===== src/rtl/mips_fetch_unit_pkg.sv =====
// Shared definitions for the MIPS fetch unit: opcodes that the IF stage predecodes
// and the 2-bit branch history counter encoding with its saturating update.
package mips_fetch_unit_pkg;

    localparam logic [5:0] OP_J   = 6'h02;
    localparam logic [5:0] OP_JAL = 6'h03;
    localparam logic [5:0] OP_BEQ = 6'h04;
    localparam logic [5:0] OP_BNE = 6'h05;

    typedef enum logic [1:0] {
        SNT = 2'b00,
        WNT = 2'b01,
        WT  = 2'b10,
        ST  = 2'b11
    } bht_state_t;

    function automatic bht_state_t bht_step(input bht_state_t s, input logic taken);
        bht_state_t r;
        r = s;
        if (taken && s != ST) begin
            r = bht_state_t'(s + 2'd1);
        end else if (!taken && s != SNT) begin
            r = bht_state_t'(s - 2'd1);
        end
        return r;
    endfunction

    function automatic logic is_jump(input logic [5:0] op);
        return (op == OP_J) || (op == OP_JAL);
    endfunction

    function automatic logic is_cond_branch(input logic [5:0] op);
        return (op == OP_BEQ) || (op == OP_BNE);
    endfunction

endpackage


===== src/rtl/mips_fetch_unit_bht.sv =====
// Table of 2-bit saturating branch predictors. The read is combinational and sees
// the pre-update value when the same index is written in that cycle.
module branch_history_table
    import mips_fetch_unit_pkg::*;
#(
    parameter int ENTRIES = 16,
    localparam int IDX_W  = $clog2(ENTRIES)
) (
    input  logic             clk,
    input  logic             reset,
    input  logic [IDX_W-1:0] rd_idx,
    output logic             rd_taken,
    input  logic             wr_en,
    input  logic [IDX_W-1:0] wr_idx,
    input  logic             wr_taken
);

    bht_state_t r_bht [ENTRIES];

    always_ff @(posedge clk) begin
        if (reset) begin
            for (int i = 0; i < ENTRIES; i++) begin
                r_bht[i] <= WNT;
            end
        end else if (wr_en) begin
            r_bht[wr_idx] <= bht_step(r_bht[wr_idx], wr_taken);
        end
    end

    assign rd_taken = (r_bht[rd_idx] >= WT);

endmodule


===== src/rtl/mips_fetch_unit.sv =====
// IF stage: PC register, j/jal and BHT-predicted branch predecode, ID redirect
// for mispredicts and jr, the IF/ID pipeline register and branch statistics.
module mips_fetch_unit
    import mips_fetch_unit_pkg::*;
#(
    parameter logic [31:0] PC_INCREMENT = 32'd4,
    parameter logic [31:0] RESET_PC     = 32'd0,
    parameter int          BHT_ENTRIES  = 16
) (
    input  logic        clk,
    input  logic        reset,
    input  logic        stall,
    output logic [31:0] imem_addr,
    input  logic [31:0] imem_instr,
    output logic [31:0] if_id_instr,
    output logic [31:0] if_id_pc_plus_4,
    output logic        if_id_predicted_taken,
    output logic        if_id_valid,
    input  logic        id_branch_valid,
    input  logic        id_branch_taken,
    input  logic [31:0] id_branch_pc,
    input  logic [31:0] id_branch_target,
    input  logic        id_predicted_taken,
    input  logic        id_jr,
    input  logic [31:0] id_jr_target,
    output logic [31:0] branch_count,
    output logic [31:0] mispredict_count
);

    localparam int IDX_W = $clog2(BHT_ENTRIES);

    logic [31:0] r_pc, r_instr, r_pc_plus_4, r_branch_cnt, r_mispred_cnt;
    logic        r_pred, r_valid;

    logic [31:0] w_pc_plus_4, w_jump_target, w_branch_target, w_next_pc;
    logic [5:0]  w_opcode;
    logic        w_bht_taken, w_mispredict, w_redirect, w_update, w_pred_next;

    assign w_pc_plus_4     = r_pc + PC_INCREMENT;
    assign w_opcode        = imem_instr[31:26];
    assign w_jump_target   = {w_pc_plus_4[31:28], imem_instr[25:0], 2'b00};
    assign w_branch_target = w_pc_plus_4 + {{14{imem_instr[15]}}, imem_instr[15:0], 2'b00};
    assign w_mispredict    = id_branch_valid & (id_branch_taken != id_predicted_taken);
    assign w_redirect      = w_mispredict | id_jr;
    assign w_update        = id_branch_valid & ~stall;

    branch_history_table #(.ENTRIES(BHT_ENTRIES)) u_bht (
        .clk      (clk),
        .reset    (reset),
        .rd_idx   (r_pc[IDX_W+1:2]),
        .rd_taken (w_bht_taken),
        .wr_en    (w_update),
        .wr_idx   (id_branch_pc[IDX_W+1:2]),
        .wr_taken (id_branch_taken)
    );

    // ID redirect outranks anything predecoded from the instruction currently in IF.
    always_comb begin
        w_next_pc   = w_pc_plus_4;
        w_pred_next = 1'b0;
        if (w_redirect) begin
            if (id_jr) begin
                w_next_pc = id_jr_target;
            end else if (id_branch_taken) begin
                w_next_pc = id_branch_target;
            end else begin
                w_next_pc = id_branch_pc + PC_INCREMENT;
            end
        end else if (is_jump(w_opcode)) begin
            w_next_pc = w_jump_target;
        end else if (is_cond_branch(w_opcode) && w_bht_taken) begin
            w_next_pc   = w_branch_target;
            w_pred_next = 1'b1;
        end
    end

    always_ff @(posedge clk) begin
        if (reset) begin
            r_pc          <= RESET_PC;
            r_instr       <= '0;
            r_pc_plus_4   <= '0;
            r_pred        <= 1'b0;
            r_valid       <= 1'b0;
            r_branch_cnt  <= '0;
            r_mispred_cnt <= '0;
        end else if (!stall) begin
            r_pc        <= w_next_pc;
            r_pc_plus_4 <= w_pc_plus_4;
            r_instr     <= w_redirect ? 32'd0 : imem_instr;
            r_valid     <= ~w_redirect;
            r_pred      <= w_pred_next;
            if (id_branch_valid) begin
                r_branch_cnt  <= r_branch_cnt + 32'd1;
                r_mispred_cnt <= r_mispred_cnt + {31'd0, w_mispredict};
            end
        end
    end

    assign imem_addr             = r_pc;
    assign if_id_instr           = r_instr;
    assign if_id_pc_plus_4       = r_pc_plus_4;
    assign if_id_predicted_taken = r_pred;
    assign if_id_valid           = r_valid;
    assign branch_count          = r_branch_cnt;
    assign mispredict_count      = r_mispred_cnt;

endmodule


===== config.mk =====
export PLATFORM = sky130hd
export DESIGN_NAME = mips_fetch_unit
export DESIGN_NICKNAME = d
export VERILOG_FILES = /design/src/rtl/mips_fetch_unit_pkg.sv /design/src/rtl/mips_fetch_unit_bht.sv /design/src/rtl/mips_fetch_unit.sv
export SDC_FILE = /design/constraint.sdc
export NUM_CORES = 1
export LEC_CHECK = 0
export ABC_CLOCK_PERIOD_IN_PS = 3400
export CAP_MARGIN = 15
export CORE_ASPECT_RATIO = 0.9
export CORE_MARGIN = 2
export CORE_UTILIZATION = 45
export CTS_BUF_LIST = sky130_fd_sc_hd__clkbuf_16
export DETAILED_ROUTE_END_ITERATION = 12
export GPL_ROUTABILITY_DRIVEN = 0
export PLACE_DENSITY = 0.78
export SYNTH_ARGS = -nofsm -noshare
export SYNTH_HDL_FRONTEND = slang
export SYNTH_SLANG_ARGS = --single-unit

===== constraint.sdc =====
create_clock -name clk -period 3.4 [get_ports clk]
set_input_delay 0.68 -clock clk [delete_from_list [all_inputs] [get_ports clk]]
set_output_delay 0.68 -clock clk [all_outputs]
set_load 0.02 [all_outputs]

Word-level counts from Yosys, hierarchy flattened
Memory sizes are Yosys's and may differ from the RTL's. A register that Yosys moved wholly into a read port is not among the register bits.
Index checks and enable logic that the tools add are counted.
{"block": "op_classes", "add_sub_neg": 7, "mul": 0, "div": 0, "magnitude_cmp": 1, "n_eq_ne": 6, "n_shift": 0, "n_mux": 23, "n_bitwise": 5, "n_reduce_logical": 9}
{"cell": "32-bit 2-to-1 mux", "n": 6}
{"cell": "32-bit by 3-bit adder with 32-bit output (second input constant)", "n": 2}
{"cell": "32-bit by 1-bit adder with 32-bit output", "n": 1}
{"cell": "32-bit by 1-bit adder with 32-bit output (second input constant)", "n": 1}
{"cell": "32-bit adder", "n": 1}
{"cell": "6-bit by 2-bit equality test with 1-bit output (second input constant)", "n": 2}
{"cell": "6-bit by 3-bit equality test with 1-bit output (second input constant)", "n": 2}
{"cell": "4-bit 2-to-1 mux", "n": 3}
{"cell": "2-bit 2-to-1 mux", "n": 5}
{"cell": "1-bit 2-to-1 mux", "n": 9}
{"cell": "1-bit logical AND", "n": 3}
{"cell": "2-bit by 1-bit adder with 2-bit output (second input constant)", "n": 1}
{"cell": "1-bit AND", "n": 2}
{"cell": "2-bit greater-or-equal comparator (second input constant)", "n": 1}
{"cell": "1-bit logical OR", "n": 2}
{"cell": "2-bit != test (second input constant)", "n": 1}
{"cell": "1-bit NOT", "n": 2}
{"cell": "2-bit AND reduction", "n": 1}
{"cell": "2-bit nonzero test", "n": 1}
{"cell": "2-bit OR reduction", "n": 1}
{"cell": "2-bit by 1-bit subtractor with 2-bit output (second input constant)", "n": 1}
{"cell": "1-bit logical NOT", "n": 1}
{"cell": "1-bit != test", "n": 1}
{"cell": "1-bit bitwise OR", "n": 1}
{"block": "word_totals", "register_bits": 162, "latchBits": 0, "ram_bits": 32, "romBits": 0, "inputBits": 135, "out_inout_bits": 162, "wordCells": 59, "mem_count": 1}
{"name": "u_bht.r_bht", "depth": 16, "word_bits": 2, "rd": 2, "rd_ports_with_merged_regs": 1, "write_ports": 16, "line": "mips_fetch_unit_bht.sv:18", "rtl": "bht_state_t r_bht [ENTRIES];"}

Depth between registers and ports, before layout
{"block": "depth", "word_depth": 8, "mapped_depth": 17, "ltp_nobuf": 16}

Cells and area by module
From an unflattened synthesis, not the netlist that was laid out.
{"block": "hier_totals", "hier_cells": 1541, "hier_area_um2": 12435.7}
{"module": "mips_fetch_unit", "n_inst": 1, "cells_per_inst": 1375, "area_each_um2": 10442.5, "seq_area_each_um2": 3243.1}
{"module": "branch_history_table", "n_inst": 1, "cells_per_inst": 166, "area_each_um2": 1993.2, "seq_area_each_um2": 960.9}

Worst setup path before layout
No wires, ideal clock.
{"block": "synth_timing", "path_kind": "register -> register", "startpoint": "register r_pc[2], in the netlist imem_addr[2]", "endpoint": "register r_pc[25], in the netlist imem_addr[25]", "setup_time_ns": 0.125, "arrival_time_ns": 3.460, "required_ns": 3.275, "slack_ns": -0.184, "stages_incl_launch_ff": 17, "path_buffers": 1, "synth_period_minus_slack_ns": 3.584, "path_cell_list": "dfxtp_1 ha_1 and3_1 clkbuf_1 nand4_1 xor2_1 inv_1 ha_1 o21ai_0 a21oi_1 nor2_1 a2111oi_2 o21a_1 o21ai_0 nor3b_1 a2111oi_2 nor2_1"}
{"block": "synth_via", "elab_chain_cells": 5}
{"element": "start: declaration", "line": "mips_fetch_unit.sv:32", "rtl": "logic [31:0] r_pc, r_instr, r_pc_plus_4, r_branch_cnt, r_mispred_cnt;"}
{"element": "start signal: assignment", "line": "mips_fetch_unit.sv:87", "rtl": "r_pc <= w_next_pc;"}
{"element": "32-bit by 3-bit adder with 32-bit output", "line": "mips_fetch_unit.sv:39", "rtl": "assign w_pc_plus_4 = r_pc + PC_INCREMENT;"}
{"element": "named net w_pc_plus_4[14]", "line": "mips_fetch_unit.sv:35", "rtl": "logic [31:0] w_pc_plus_4, w_jump_target, w_branch_target, w_next_pc;"}
{"element": "32-bit adder", "line": "mips_fetch_unit.sv:42", "rtl": "assign w_branch_target = w_pc_plus_4 + {{14{imem_instr[15]}}, imem_instr[15:0], 2'b00};"}
{"element": "32-bit 2-to-1 mux", "line": "mips_fetch_unit.sv:71", "rtl": "end else if (is_cond_branch(w_opcode) && w_bht_taken) begin"}
{"element": "32-bit 2-to-1 mux", "line": "mips_fetch_unit.sv:69", "rtl": "end else if (is_jump(w_opcode)) begin"}
{"element": "32-bit 2-to-1 mux", "line": "mips_fetch_unit.sv:61", "rtl": "if (w_redirect) begin"}
The timed path passes the listed nets, and every way through them passes these cells.
A chain may end at the register's enable or synchronous reset.

Worst setup path after layout
{"block": "layout_timing", "startpoint": "register r_pc[6], in the netlist imem_addr[6]", "endpoint": "register r_pc[29], in the netlist imem_addr[29]"}
The elaborated chain is that of the path after synthesis.

==> impl_metrics.yaml <==
yosys:
  seq_area_frac_synth: 0.359
  ys.flop_type: "dfxtp_1"
  synthesis.nets: 1634
  async_reset_ff_frac: 0
  yosysTopAreaCellShare: 0.278
  synth_compound_area_frac: 0.173
  yosysTopAreaCell: "dfxtp_1"
  synthMuxAreaShare: 0.0566
  synthXorXnorAreaFrac: 0.0954
  yosys-top-cells-count: "nor2_1 (202), dfxtp_1 (166), nand2_1 (134)"
  synth.area.top_cells: "dfxtp_1 (28%), edfxtp_1 (8.0%), nor2_1 (6.4%)"
  synth.most_common_cell: "nor2_1"
  ys_warn_count: 0
  postSynthCellCount: 1453
  synth_top_family_by_area: "simple AND/OR/NAND/NOR gates"
  synth-edff-count: 32
  syn_area_per_cell_sq_um: 8.22
  synth.distinct_cells: 74
  synth-simple-area-share: 0.226
  synth_adder_area_share: 0.0488
  synth.cell_area_sq_um: 11900
  synth-seq-cells: 198
cts:
  cts_tree: "yes"
  path_clk_slew_ns: 0.07
  clock_sinks: 198
  clk_latency_ns: 0.44
  cts_buffer_depth: 2
  numCtsBuffers: 17
  root_buffer: "clkbuf_16"
  cts_htree_levels: 4
routing:
  ant_nets: 0
  dr_total_vias: 13200
  drt_wl_total_mm: 46.0
  post_drt_wl_per_cell_um: 20.7
  viasPerCell: 5.93
  drc: 0
  drt-initial-drc-count: 1649
  first_pass_iters: 8
final_layout:
  syn2layout_area_growth_pct: 45.6
  fin_area_sq_um: 17400
  drive_above_1_share: 0.164
  fill_cells: 2061
  nNetsFinal: 2038
  post-route-util: 0.667
worst_setup_path:
  crit_path_end_kind: "flip-flop"
  r2r_slack_ns: -0.04
  criticalPathCategory: "flip-flop to flip-flop"
  startpoint_type: "flip-flop"
  rr_worst_depth: 17
  crit_end: "imem_addr[29]$_SDFFE_PP0N_"
  crit_fanout: 5
  worst_ep_required_time_ns: 3.71
  worst_ep_arrival_time_ns: 3.76
  startpoint: "imem_addr[6]$_SDFFE_PP0N_"
  reg2reg_to: "imem_addr[29]$_SDFFE_PP0N_"
  timing.rr.start: "imem_addr[6]$_SDFFE_PP0N_"
power:
  power_mw: 6.26
  ir_drop_mv: 0.333
  p_per_area_nw_per_um2: 360
  p_leak_nw: 6.84
worst_hold_path:
  min_path_type: "flip-flop to flip-flop"
global_routing:
  antenna_found_initial: 3
  grt_pass1_vias: 12200
  grt_pass1_wl_mm: 67.4
  grt_remaining_overflow: 0
  grt_max_degree: 96
  track_usage: 0.314
sta:
  fin_ws_ns: -0.0409
  max_freq_mhz: 291
  rsz0062_at_grt: "true"
  fin_crit_ns: 3.44
  finClkSkew_ns: 0.0157
  finalSetupViolCount: 4
  worstMarginPinSlew_ns: 0.860
  drv_slew: 0
  slew_headroom: 0.427
  hold_violations: 0
  fin_crit_sh: 1.01
place:
  io_buffers: 296
  dpl.hpwl_mm: 34.0
  dp_slack_ns: -0.404
  postPlaceCellArea_sq_um: 16300
floorplanning:
  core-area_sq_um: 26100
  start_util: 0.458
  die_w_um: 176
  rows: 56
  io_pins: 297
  fp.dieArea_sq_um: 27900
  die_height_um: 159
flow_run:
  max_cap_viol_count: 0
run_status:
  outcome: "finished, violations left"
  violations: "setup timing"
==> registers in the layout (all words and copies together) (netlist names), named ones only <==
signal	count
if_id_instr	32
if_id_pc_plus_4	32
u_bht.r_bht	32
mispredict_count	32
if_id_predicted_taken	1
if_id_valid	1
imem_addr	32
branch_count	32
==> cells by family (layout without fill, tap and decap cells) <==
group / Yosys count / after routing
AOI/OAI and AO/OA: 334 / 334
xor gates and xnor gates: 130 / 130
adders and majority gates: 46 / 46
buffers and inverters: 122 / 539
DFF: 198 / 198
muxes: 47 / 47
other: 0 / 2
and+or+nand+nor: 576 / 576
==> placed cells by master, fill, tap and decap left out, drive strengths merged, types with 4 or more instances in the layout <==
cell	instances
clkdlybuf4s50	292
nor2	203
buf	173
dfxtp	166
nand2	135
a21oi	133
o21ai	81
xor2	74
nand3	64
xnor2	56
and3	52
inv	46
ha	45
edfxtp	32
nand4	31
mux2i	30
nor3	30
clkbuf	18
nand2b	16
mux4	15
a221oi	14
or3	13
a21o	10
o22ai	9
a22oi	9
o21bai	9
and4	8
clkinv	8
o211ai	7
and2	7
a211oi	7
o221ai	6
a31oi	6
a2111oi	6
nor2b	5
o21a	5
a221o	5
o2111ai	4
==> power by group <==
group	switching, mW	internal, mW	leakage (nW)
clock	1.01	1.02	0.285
sequential	0.0692	2.46	1.65
combinational	0.916	0.793	4.90
total	1.99	4.27	6.84
==> per-stage QoR <==
stage          hold WS (ns)  instances  setup TNS, ns
6_report              0.468       2220         -0.108
5_1_grt               0.484       2220          -1.25
4_1_cts               0.472       2210              0
3_5_place_dp          0.457       2177          -9.93
3_3_place_gp          0.450       2177          -5.98
2_1_floorplan         0.485       1453              0
==> cell type report <==
cell class,instances,area (sq um),share of cell area
inverters,41,154,0.00885
repair buffers,466,4320,0.248
diodes,2,5.00,0.000288
multi-input cells,1133,7600,0.437
clock inverters,14,135,0.00777
flip-flops and latches,198,4290,0.247
clock buffers,18,450,0.0259
well taps,348,435,0.0250
==> how the worst min path moves through the flow <==
stage	from	endpoint	slack, ns	cells after the start
2_1_floorplan	imem_addr[0]$_SDFFE_PP0P_	if_id_pc_plus_4[0]$_SDFFE_PP0N_	0.48	2
3_3_place_gp	if_id_pc_plus_4[19]$_SDFFE_PP0N_	if_id_pc_plus_4[19]$_SDFFE_PP0N_	0.45	2
3_5_place_dp	if_id_instr[29]$_SDFFE_PP0N_	if_id_instr[29]$_SDFFE_PP0N_	0.46	2
4_1_cts	if_id_pc_plus_4[19]$_SDFFE_PP0N_	if_id_pc_plus_4[19]$_SDFFE_PP0N_	0.47	2
5_1_grt	if_id_pc_plus_4[19]$_SDFFE_PP0N_	if_id_pc_plus_4[19]$_SDFFE_PP0N_	0.48	2
6_report	if_id_instr[28]$_SDFFE_PP0N_	if_id_instr[28]$_SDFFE_PP0N_	0.47	2
==> worst max-delay path: stages, from the launching register on <==
cell,delay [ns]
dfxtp_2,0.34
and3_4,0.21
and3_4,0.24
buf_6,0.14
nand4_1,0.11
xor2_1,0.22
inv_1,0.12
ha_4,0.25
a21oi_1,0.24
nand2_1,0.08
inv_1,0.13
a2111oi_4,0.08
buf_4,0.18
o211ai_1,0.28
a21oi_1,0.14
or3_1,0.34
a21oi_2,0.12
o21ai_0,0.08
==> per-layer routing <==
metal / track usage / vias up / routed length [um]
met4: 0.124 / 0 / 1950
met1: 0.391 / 6117 / 17800
met2: 0.505 / 867 / 20800
met3: 0.105 / 161 / 5350
met5: 0 / - / 0
li1: - / 6010 / -
==> what timing repair did <==
action	CTS	global route
gates resized for setup	14	79
endpoints found under the setup margin	12	13
pin swaps	5	32
buffers inserted	1	9
hold buffers	0	0
gates cloned	0	0
No activity file was read; power rests on OpenSTA's default activity.
